File: src/rtl/victim_cache.sv
// victim_cache -- small fully associative victim cache sitting beside an L1.
//
// Lines evicted from L1 are inserted with vc_write; an L1 miss probes with
// vc_read. Lookup is purely combinational against registered state, and a
// read hit hands the line back to L1 by invalidating the entry at the next
// rising edge, so a line lives in exactly one of L1 / victim cache. Lines
// displaced from a full cache are dropped (there is no write-back port).
//
// Parameters:
//   NUM_ENTRIES         number of lines, power of two in 2..16
//
// Ports:
//   clk                 clock, all state changes on the rising edge
//   rst                 asynchronous active-high reset (valid/dirty/pointer)
//   mem_address[31:0]   line address, tag = [31:5], [4:0] ignored
//   vc_write            insert/update the line at mem_address
//   vc_read             look up the line at mem_address
//   mem_wdata[255:0]    line data for vc_write
//   is_mem_wdata_dirty  dirty status of mem_wdata
//   rdata_exists        vc_read hit a valid entry (same cycle)
//   vc_vcmem_rdata256   hit data, all zeros when rdata_exists is low
//
// Build option:
//   VICTIM_CACHE_CLEAN_FIRST_EN  on a full-cache write miss, replace the
//   first clean line at or after the FIFO pointer instead of the line at
//   the pointer; falls back to plain FIFO when every line is dirty.

module victim_cache #(
  parameter int unsigned NUM_ENTRIES = 8
) (
  input  logic         clk,
  input  logic         rst,
  input  logic [31:0]  mem_address,
  input  logic         vc_write,
  input  logic         vc_read,
  input  logic [255:0] mem_wdata,
  input  logic         is_mem_wdata_dirty,
  output logic         rdata_exists,
  output logic [255:0] vc_vcmem_rdata256
);

  localparam int unsigned IDXW = (NUM_ENTRIES > 1) ? $clog2(NUM_ENTRIES) : 1;
  typedef logic [IDXW-1:0] idx_t;

  // Line state
  logic [NUM_ENTRIES-1:0] r_valid;
  logic [NUM_ENTRIES-1:0] r_dirty;
  logic [26:0]            r_tag  [NUM_ENTRIES];
  logic [255:0]           r_data [NUM_ENTRIES];
  idx_t                   r_fifo_ptr;

  // Lookup
  logic [26:0]            w_tag;
  logic                   w_unused_offset;
  logic [NUM_ENTRIES-1:0] w_match;
  logic [NUM_ENTRIES-1:0] w_hit_vec;
  logic                   w_hit;
  idx_t                   w_hit_idx;
  logic                   w_rd_hit;

  // Write placement
  logic [NUM_ENTRIES-1:0] w_valid_post_rd;
  logic [NUM_ENTRIES-1:0] w_wr_hit_vec;
  logic                   w_wr_hit;
  idx_t                   w_wr_hit_idx;
  logic                   w_has_free;
  idx_t                   w_free_idx;
  idx_t                   w_victim_idx;
  idx_t                   w_wr_idx;

  assign w_tag           = mem_address[31:5];
  assign w_unused_offset = ^mem_address[4:0];

  always_comb begin
    w_match = '0;
    for (int unsigned i = 0; i < NUM_ENTRIES; i++) begin
      w_match[i] = (r_tag[i] == w_tag);
    end
  end

  assign w_hit_vec = w_match & r_valid;
  assign w_hit     = |w_hit_vec;

  // At most one entry can match, so OR-ing indices is a valid encoder.
  always_comb begin
    w_hit_idx = '0;
    for (int unsigned i = 0; i < NUM_ENTRIES; i++) begin
      if (w_hit_vec[i]) begin
        w_hit_idx = w_hit_idx | idx_t'(i);
      end
    end
  end

  assign w_rd_hit          = vc_read & w_hit;
  assign rdata_exists      = w_rd_hit;
  assign vc_vcmem_rdata256 = w_rd_hit ? r_data[w_hit_idx] : '0;

  // The write sees the cache as it is after this edge's read invalidation:
  // a same-tag read+write becomes a write miss, and the freed slot counts
  // as free for placement.
  always_comb begin
    w_valid_post_rd = r_valid;
    if (w_rd_hit) begin
      w_valid_post_rd[w_hit_idx] = 1'b0;
    end
  end

  assign w_wr_hit_vec = w_match & w_valid_post_rd;
  assign w_wr_hit     = |w_wr_hit_vec;

  always_comb begin
    w_wr_hit_idx = '0;
    for (int unsigned i = 0; i < NUM_ENTRIES; i++) begin
      if (w_wr_hit_vec[i]) begin
        w_wr_hit_idx = w_wr_hit_idx | idx_t'(i);
      end
    end
  end

  // Lowest-index free slot.
  always_comb begin
    w_has_free = 1'b0;
    w_free_idx = '0;
    for (int unsigned i = 0; i < NUM_ENTRIES; i++) begin
      if (!w_valid_post_rd[i] && !w_has_free) begin
        w_has_free = 1'b1;
        w_free_idx = idx_t'(i);
      end
    end
  end

`ifdef VICTIM_CACHE_CLEAN_FIRST_EN
  // Only consulted when every slot is valid, so the dirty bits alone
  // decide. Scan starts at the pointer and wraps; index arithmetic wraps
  // naturally because NUM_ENTRIES is a power of two.
  always_comb begin
    idx_t v_scan;
    logic v_found;
    v_found      = 1'b0;
    v_scan       = '0;
    w_victim_idx = r_fifo_ptr;
    for (int unsigned k = 0; k < NUM_ENTRIES; k++) begin
      v_scan = r_fifo_ptr + idx_t'(k);
      if (!v_found && !r_dirty[v_scan]) begin
        v_found      = 1'b1;
        w_victim_idx = v_scan;
      end
    end
  end
`else
  assign w_victim_idx = r_fifo_ptr;
`endif

  always_comb begin
    if (w_wr_hit) begin
      w_wr_idx = w_wr_hit_idx;
    end else if (w_has_free) begin
      w_wr_idx = w_free_idx;
    end else begin
      w_wr_idx = w_victim_idx;
    end
  end

  // Control state. Read invalidation is issued first so that a write to
  // the same slot on the same edge overrides it.
  always_ff @(posedge clk or posedge rst) begin
    if (rst) begin
      r_valid    <= '0;
      r_dirty    <= '0;
      r_fifo_ptr <= '0;
    end else begin
      if (w_rd_hit) begin
        r_valid[w_hit_idx] <= 1'b0;
      end
      if (vc_write) begin
        if (w_wr_hit) begin
          r_dirty[w_wr_idx] <= r_dirty[w_wr_idx] | is_mem_wdata_dirty;
        end else begin
          r_valid[w_wr_idx] <= 1'b1;
          r_dirty[w_wr_idx] <= is_mem_wdata_dirty;
          if (!w_has_free) begin
            r_fifo_ptr <= w_victim_idx + idx_t'(1);
          end
        end
      end
    end
  end

  // Tag/data storage is unreset; anything written while rst is high is
  // unreachable because its valid bit is held clear.
  always_ff @(posedge clk) begin
    if (vc_write) begin
      r_data[w_wr_idx] <= mem_wdata;
      if (!w_wr_hit) begin
        r_tag[w_wr_idx] <= w_tag;
      end
    end
  end

endmodule

File: config.mk
export PLATFORM = sky130hd
export DESIGN_NAME = victim_cache
export DESIGN_NICKNAME = d
export VERILOG_FILES = /design/src/rtl/victim_cache.sv
export SDC_FILE = /design/constraint.sdc
export NUM_CORES = 2
export LEC_CHECK = 0
export BUFFER_PORTS_ARGS = -buffer_cell sky130_fd_sc_hd__buf_2
export CAP_MARGIN = 0
export CORE_MARGIN = 5
export CORE_UTILIZATION = 45
export CTS_CLUSTER_SIZE = 10
export DETAILED_ROUTE_END_ITERATION = 10
export PLACE_DENSITY = 0.73
export SETUP_SLACK_MARGIN = 0.05
export SLEW_MARGIN = 20
export SYNTH_ARGS = -nofsm -noshare
export SYNTH_HDL_FRONTEND = slang
export SYNTH_SLANG_ARGS = --single-unit
File: constraint.sdc
create_clock -name clk -period 33.2 [get_ports clk]
set_input_delay 8.3 -clock clk [delete_from_list [all_inputs] [get_ports clk]]
set_output_delay 8.3 -clock clk [all_outputs]
set_load 0.005 [all_outputs]
## After elaboration in Yosys (flattened, before gate mapping)

Memory sizes are Yosys's and may differ from the RTL's.
Cells that the tools add are included.

| cells by class | value |
|---|---|
| add/sub/neg operators | 1 |
| $mul | 0 |
| divide/modulo/power cells | 0 |
| magnitude comparators | 4 |
| equal/unequal tests | 8 |
| shift-type cells | 0 |
| mux-type cells | 44 |
| bitwise gates (word level) | 8 |
| reductions and logical operators | 25 |

Operators with widths:

| kind | number |
|---|---|
| $mux W256 | 1 |
| $eq A27 B27 Y1 | 8 |
| $mux W3 | 16 |
| $and A8 B8 Y8 | 3 |
| $mux W8 | 3 |
| $mux W1 | 18 |
| $reduce_or A8 Y1 | 2 |
| $logic_not A1 Y1 | 13 |
| $logic_and A1 B1 Y1 | 9 |
| $lt A3 B4 Y1 const B | 2 |
| $mux W2 | 4 |
| $not A8 Y8 | 1 |
| $or A8 B8 Y8 | 1 |
| $demux W1 S3 | 2 |
| $ge A3 B1 Y1 const B | 2 |
| $add A3 B1 Y3 const B | 1 |
| $reduce_and A3 Y1 | 1 |
| $not A1 Y1 | 2 |
| $and A1 B1 Y1 | 1 |

| word-level totals | value |
|---|---|
| register bits | 11 |
| latch bits | 0 |
| bits in writable memories | 2,264 |
| memory bits (read-only) | 0 |
| input bits | 293 |
| output and inout bits | 257 |
| word-level logic and storage cells | 94 |
| memories | 2 |

Memory list:

| memory | words | width | read ports | clocked after memory_dff | write ports | RTL line | text |
|---|---|---|---|---|---|---|---|
| r_data | 8 | 256 | 1 | 0 | 1 | 49 | `logic [255:0] r_data [NUM_ENTRIES];` |
| r_tag | 8 | 27 | 8 | 0 | 1 | 48 | `logic [26:0] r_tag [NUM_ENTRIES];` |

## Longest topological paths before layout

An unclocked memory read counts as a cell.

| logic depth | value |
|---|---|
| word-level depth | 47 |
| gate-level depth with buffers | 15 |
| gate-level depth less buffers | 10 |

## Worst setup path before layout

No wires, ideal clock.

| path | value |
|---|---|
| kind | input to register |
| start point | input port mem_address[19] |
| end point | memory r_data[3][0], enable pin |
| setup time | 1,587 ps |
| arrival | 36,881 ps |
| data required time | 31,613 ps |
| slack | -5,268 ps |
| stages | 13 |
| buffers on the path | 3 |
| cell sequence | clkbuf_1 -> xor2_1 -> nor4_1 -> nand3_1 -> or4_1 -> clkbuf_1 -> nand4_1 -> nor2b_1 -> clkbuf_1 -> a2111oi_0 -> a211o_1 -> a31oi_4 -> nor4b_1 |

| between the ends | value |
|---|---|
| longest elaborated chain between the ends | 39 |
| elaborated cells on any way between the ends | 72 |
| classes of those cells | order compare: 2; eq/ne: 8; mux: 34; bitwise: 5; reduce/logical: 23 |

RTL lines:

| what | RTL line | text |
|---|---|---|
| start: declaration | 33 | `input logic [31:0] mem_address,` |
| $eq A27 B27 Y1 | 77 | `w_match[i] = (r_tag[i] == w_tag);` |
| $and A8 B8 Y8 | 81 | `assign w_hit_vec = w_match & r_valid;` |
| $mux W1 | 88 | `if (w_hit_vec[i]) begin` |
| $mux W2 (2 in series) | 88 |  |
| $mux W3 (4 in series) | 88 |  |
| $lt A3 B4 Y1 (not written as such) or $ge A3 B1 Y1 (tied branches) | 104 | `w_valid_post_rd[w_hit_idx] = 1'b0;` |
| $logic_and A1 B1 Y1 (not written as such) | 104 |  |
| $mux W1 (not written as such) | 104 |  |
| (+19 left out) | - |  |
| $logic_not A1 Y1 | 125 | `if (!w_valid_post_rd[i] && !w_has_free) begin` |
| $logic_and A1 B1 Y1 | 125 |  |
| $mux W1 | 125 |  |
| $logic_not A1 Y1 | 125 |  |
| $logic_and A1 B1 Y1 | 125 |  |
| $mux W3 or $mux W1 (tied branches) | 125 |  |
| $mux W3 | 157 | `end else if (w_has_free) begin` |
| $mux W3 (*) | 155 | `if (w_wr_hit) begin` |
| end: declaration | 49 |  |

Every way passes the cells marked *; elsewhere a longest branch is shown, timed or not.

## Worst setup path after layout

| path | value |
|---|---|
| start point | input port mem_address[20] |
| end point | output port vc_vcmem_rdata256[26] |

| between the ends | value |
|---|---|
| longest elaborated chain between the ends | 11 |
| elaborated cells on any way between the ends | 20 |
| classes of those cells | eq/ne: 8; mux: 8; bitwise: 2; reduce/logical: 1; memory: 1 |

RTL lines:

| what | RTL line | text |
|---|---|---|
| $eq A27 B27 Y1 | 77 |  |
| $and A8 B8 Y8 (*) | 81 |  |
| $mux W1 | 88 |  |
| $mux W2 (2 in series) | 88 |  |
| $mux W3 (4 in series) | 88 |  |
| $mem_v2 Z8 W256 | - |  |
| $mux W256 (*) | 96 | `assign vc_vcmem_rdata256 = w_rd_hit ? r_data[w_hit_idx] : '0;` |
| end: declaration | 39 | `output logic [255:0] vc_vcmem_rdata256` |

Marks and branches as above.

==> reports/metrics.csv <==
stage,metric,value,unit
yosys,yosys.area_share.adder,0.000148,
run_status,status,finished clean,
pwr,p_switching,2220,µW
layout,drive_above_1_share,0.209,
routing,avgViaCountPerCell,6.23,
clock_tree,cts_sinks,2275,
die,rows,159,
die,io_pins,550,
timing,clock_skew,0.0758,ns
yosys,yosysTopAreaCell,edfxtp_1,
timing,maxSlewHeadroom,0.243,
pwr,power_frac_comb,0.135,
yosys,yosys_warnings,0,
worst_hold_path,hold_start,r_fifo_ptr[2],
routing,drt_iter0_markers,5432,
clock_tree,htree_levels,5,
yosys,postSynth.asyncResetShare,0.00484,
yosys,synth-compound-area-share,0.118,
placed_design,port_buffers,543,
pwr,seq_power_share,0.550,
layout,final_nets,5597,
clock_tree,clockBufferDepth,4,
worst_hold_path,whs_endpoint,r_fifo_ptr[2],
pwr,power_density,84.8,nW/µm²
yosys,synth_cells,4727,
clock_tree,numCtsBuffers,282,
clock_tree,tritoncts,yes,
layout,multi_input_area,15400,µm²
yosys,syn-cell-area,84800,µm²
global_route,grt_pass1_vias,49900,
layout,syn_to_final_growth,15.6,%
timing,setup_tns,0,ns
worst_setup_path,cpMostUsedCell,buf_4,
yosys,synth.area.mux_share,0.00615,
yosys,yosysTopAreaCellShare,0.802,
clock_tree,clk-insertion-delay-late,0.95,ns
die,die_h,444,µm
pwr,switching_share,0.267,
clock_tree,cts_setup_buffers,0,
yosys,ys_ff_latch,2275,
timing,tightest_slew,1.14,ns
yosys,avgSynthCellArea,17.9,µm²
worst_setup_path,slowest_stage,buf_4,
global_route,grt-ovfl-total,0,
worst_setup_path,crit_buf_inv,6,
pwr,p_leak,0.0318,µW
yosys,synth_top_family_by_area,compound AO/OA/AOI/OAI gates,
layout,seq_area,68300,µm²
worst_setup_path,path_cells,buf_2 -> xor2_1 -> or4_1 -> nor4_1 -> nand4_1 -> and2_0 -> nand3_4 -> buf_4 -> buf_4 -> buf_4 -> buf_4 -> o221ai_1 -> a21oi_1 -> o221a_2 -> buf_2,
timing,report.final.hold_viol_count,0,
timing,rsz0062_at_grt,no,
routing,vias,49300,
clock_tree,path_clk_slew,0.05,ns
yosys,synth.yosys.seq_area_share,0.805,
timing,finalCritPeriodShare,0.712,
routing,wire_per_inst,28.3,µm
pwr,peakVddDrop,0.0739,mV
worst_setup_path,worstPathRequired,24.90,ns
worst_setup_path,cp_top_family,buffers and inverters,
yosys,synth.area.top_cells,"edfxtp_1 (80%), o221ai_1 (5.5%), o221a_2 (1.9%)",
placed_design,numPlacedInstances,7514,
timing,final-setup-viol-count,0,
die,initial_core_util,0.452,
worst_setup_path,reg2reg_slack,25.64,ns
timing,drv_slew,0,
pwr,clkPwrFrac,0.315,
worst_setup_path,worstPathArrival,15.33,ns
yosys,synthSimpleGateAreaFrac,0.0319,
yosys,synth_xor_area_frac,0.0225,
worst_setup_path,worstSetupPathType,in2out,
die,die_w,444,µm
global_route,antenna_found_initial,80,
layout,final_cells,7906,
global_route,grt_util_all_layers,0.220,
placed_design,gp_congestion,0.854,
worst_setup_path,cp-end-kind,output pin,
timing,clock.fmax,0.0423,GHz
routing,drtPass1Iterations,7,
global_route,grt_max_degree,143,
yosys,synth_ff_type,edfxtp_1,
worst_setup_path,worstPathMaxFanout,72,
placed_design,hpwl,115000,µm
worst_setup_path,cpPeakStageDelay,0.90,ns
global_route,grt_pass1_wl,327000,µm
clock_tree,ctsHoldBuffers,0,
worst_setup_path,worstReg2RegEnd,r_data[4][94],
pwr,internal-power,6080,µW
timing,period_needed,23.63,ns
die,fp.coreArea,188000,µm²
worst_hold_path,hold_depth,1,
routing,antenna_left,0,
yosys,yosysUniqueCellTypes,64,
routing,drcViolationCount,0,
routing,drt-total-wl,224000,µm
clock_tree,cts-root-buf,clkbuf_16,
worst_hold_path,hold_class,reg2reg,
yosys,synth_commonest_cells,"edfxtp_1 (2,264), o221ai_1 (537), clkbuf_1 (285), nor2_1 (281), o22ai_1 (183)",
run,cap_viol_max_count,0,
worst_setup_path,reg2regPathDepth,14,
worst_setup_path,timing.rr.start,r_tag[4][14],
yosys,synth_most_common_cell,edfxtp_1,
yosys,postSynthNetCount,5021,
layout,fill_cells,14500,
clock_tree,cts_resized,0,
die,die-area,197000,µm²
worst_setup_path,startpoint_type,input pin,
yosys,synth_edf_count,2264,
## cells in the final DEF, fill, tap and decap left out, types with 17 or more instances in the layout
cell	Yosys	final
o22ai_1	183	183
nor2_1	281	276
o21ai_0	118	118
xnor2_1	85	85
mux2i_1	51	51
clkbuf_1	285	30
a211oi_1	53	53
buf_2	21	543
or4_1	18	18
a211o_1	62	62
o221a_2	145	145
edfxtp_1	2264	2264
nand3_1	20	17
a21oi_1	157	155
o221ai_1	537	537
clkbuf_16	0	287
buf_4	2	74
nand2_1	67	62
xor2_1	133	133
diode_2	0	55
nor4_1	57	56
nand4_1	48	48
## power by group through the flow
stage / sequential [µW] / clock (µW) / combinational [µW]
after CTS: 4560 / 2670 / 1140
after floorplan: 5070 / 0 / 605
after detailed placement: 4600 / 0 / 1140
after global placement: 4550 / 0 / 1120
final: 4560 / 2620 / 1120
after global routing: 4620 / 2790 / 1190
## metal layers
metal | wire length (µm) | GRT usage | vias up
met5 | 169 | 0 | -
met4 | 11900 | 0.118 | 26
met3 | 18700 | 0.0478 | 554
met2 | 109000 | 0.361 | 2621
met1 | 83400 | 0.276 | 25200
li1 | - | - | 20900
## flip-flops by register name (all words and copies together) (netlist names)
register and count:
r_fifo_ptr 3, r_data 2048, r_valid 8, r_tag 216
## worst register-to-register path, stage by stage, from the launching register on
cell and delay, ns:
edfxtp_1 0.38, xor2_1 0.17, nor4_1 0.32, nand3_1 0.14, nor4_1 0.82, or2_2 0.44
nor2b_4 0.25, buf_4 0.62, a2111oi_0 0.29, a211o_1 0.39, a31oi_4 0.63, nor3b_2 0.29
buf_4 0.58, buf_4 0.86, buf_12 0.69
## per-stage QoR
step / worst slack [ns] / instance area [µm²] / utilization / total power [µW] / hold WS, ns
after floorplan: 2.27 / 84800 / - / 5680 / 0.446
after global placement: 9.70 / 90300 / 0.481 / 5670 / 0.465
after detailed placement: 9.70 / 90300 / 0.481 / 5740 / 0.491
after CTS: 9.63 / 97800 / 0.521 / 8360 / 0.503
after global routing: 9.31 / 97900 / 0.522 / 8610 / 0.517
final: 9.57 / 98000 / 0.522 / 8310 / 0.506
## final cells by class
class | count | area share
antenna | 55 | 0.00140
clock buffer | 317 | 0.0745
clock inverter | 20 | 0.00277
inverter | 8 | 0.000307
multi-input combinational | 2108 | 0.157
sequential | 2275 | 0.697
tap | 2495 | 0.0319
timing repair buffer | 628 | 0.0357
## worst max path at each step
stage                          from                     end  slack, ns  cells past startpoint
floorplan           mem_address[17]            r_data[4][0]       2.27                     12
global placement    mem_address[20]   vc_vcmem_rdata256[79]       9.70                     15
detailed placement   mem_address[6]   vc_vcmem_rdata256[79]       9.70                     15
CTS                 mem_address[19]  vc_vcmem_rdata256[104]       9.63                     16
global route        mem_address[19]  vc_vcmem_rdata256[104]       9.31                     16
finish              mem_address[20]   vc_vcmem_rdata256[26]       9.57                     15
## cells by family after synthesis
family | Yosys count
muxes | 52
buffers and inverters | 344
DFF | 2275
xor gates and xnor gates | 218
AOI/OAI and AO/OA | 1279
adders and majority gates | 1
and+or+nand+nor | 558
Note: power is estimated with default switching activity, not from simulation.
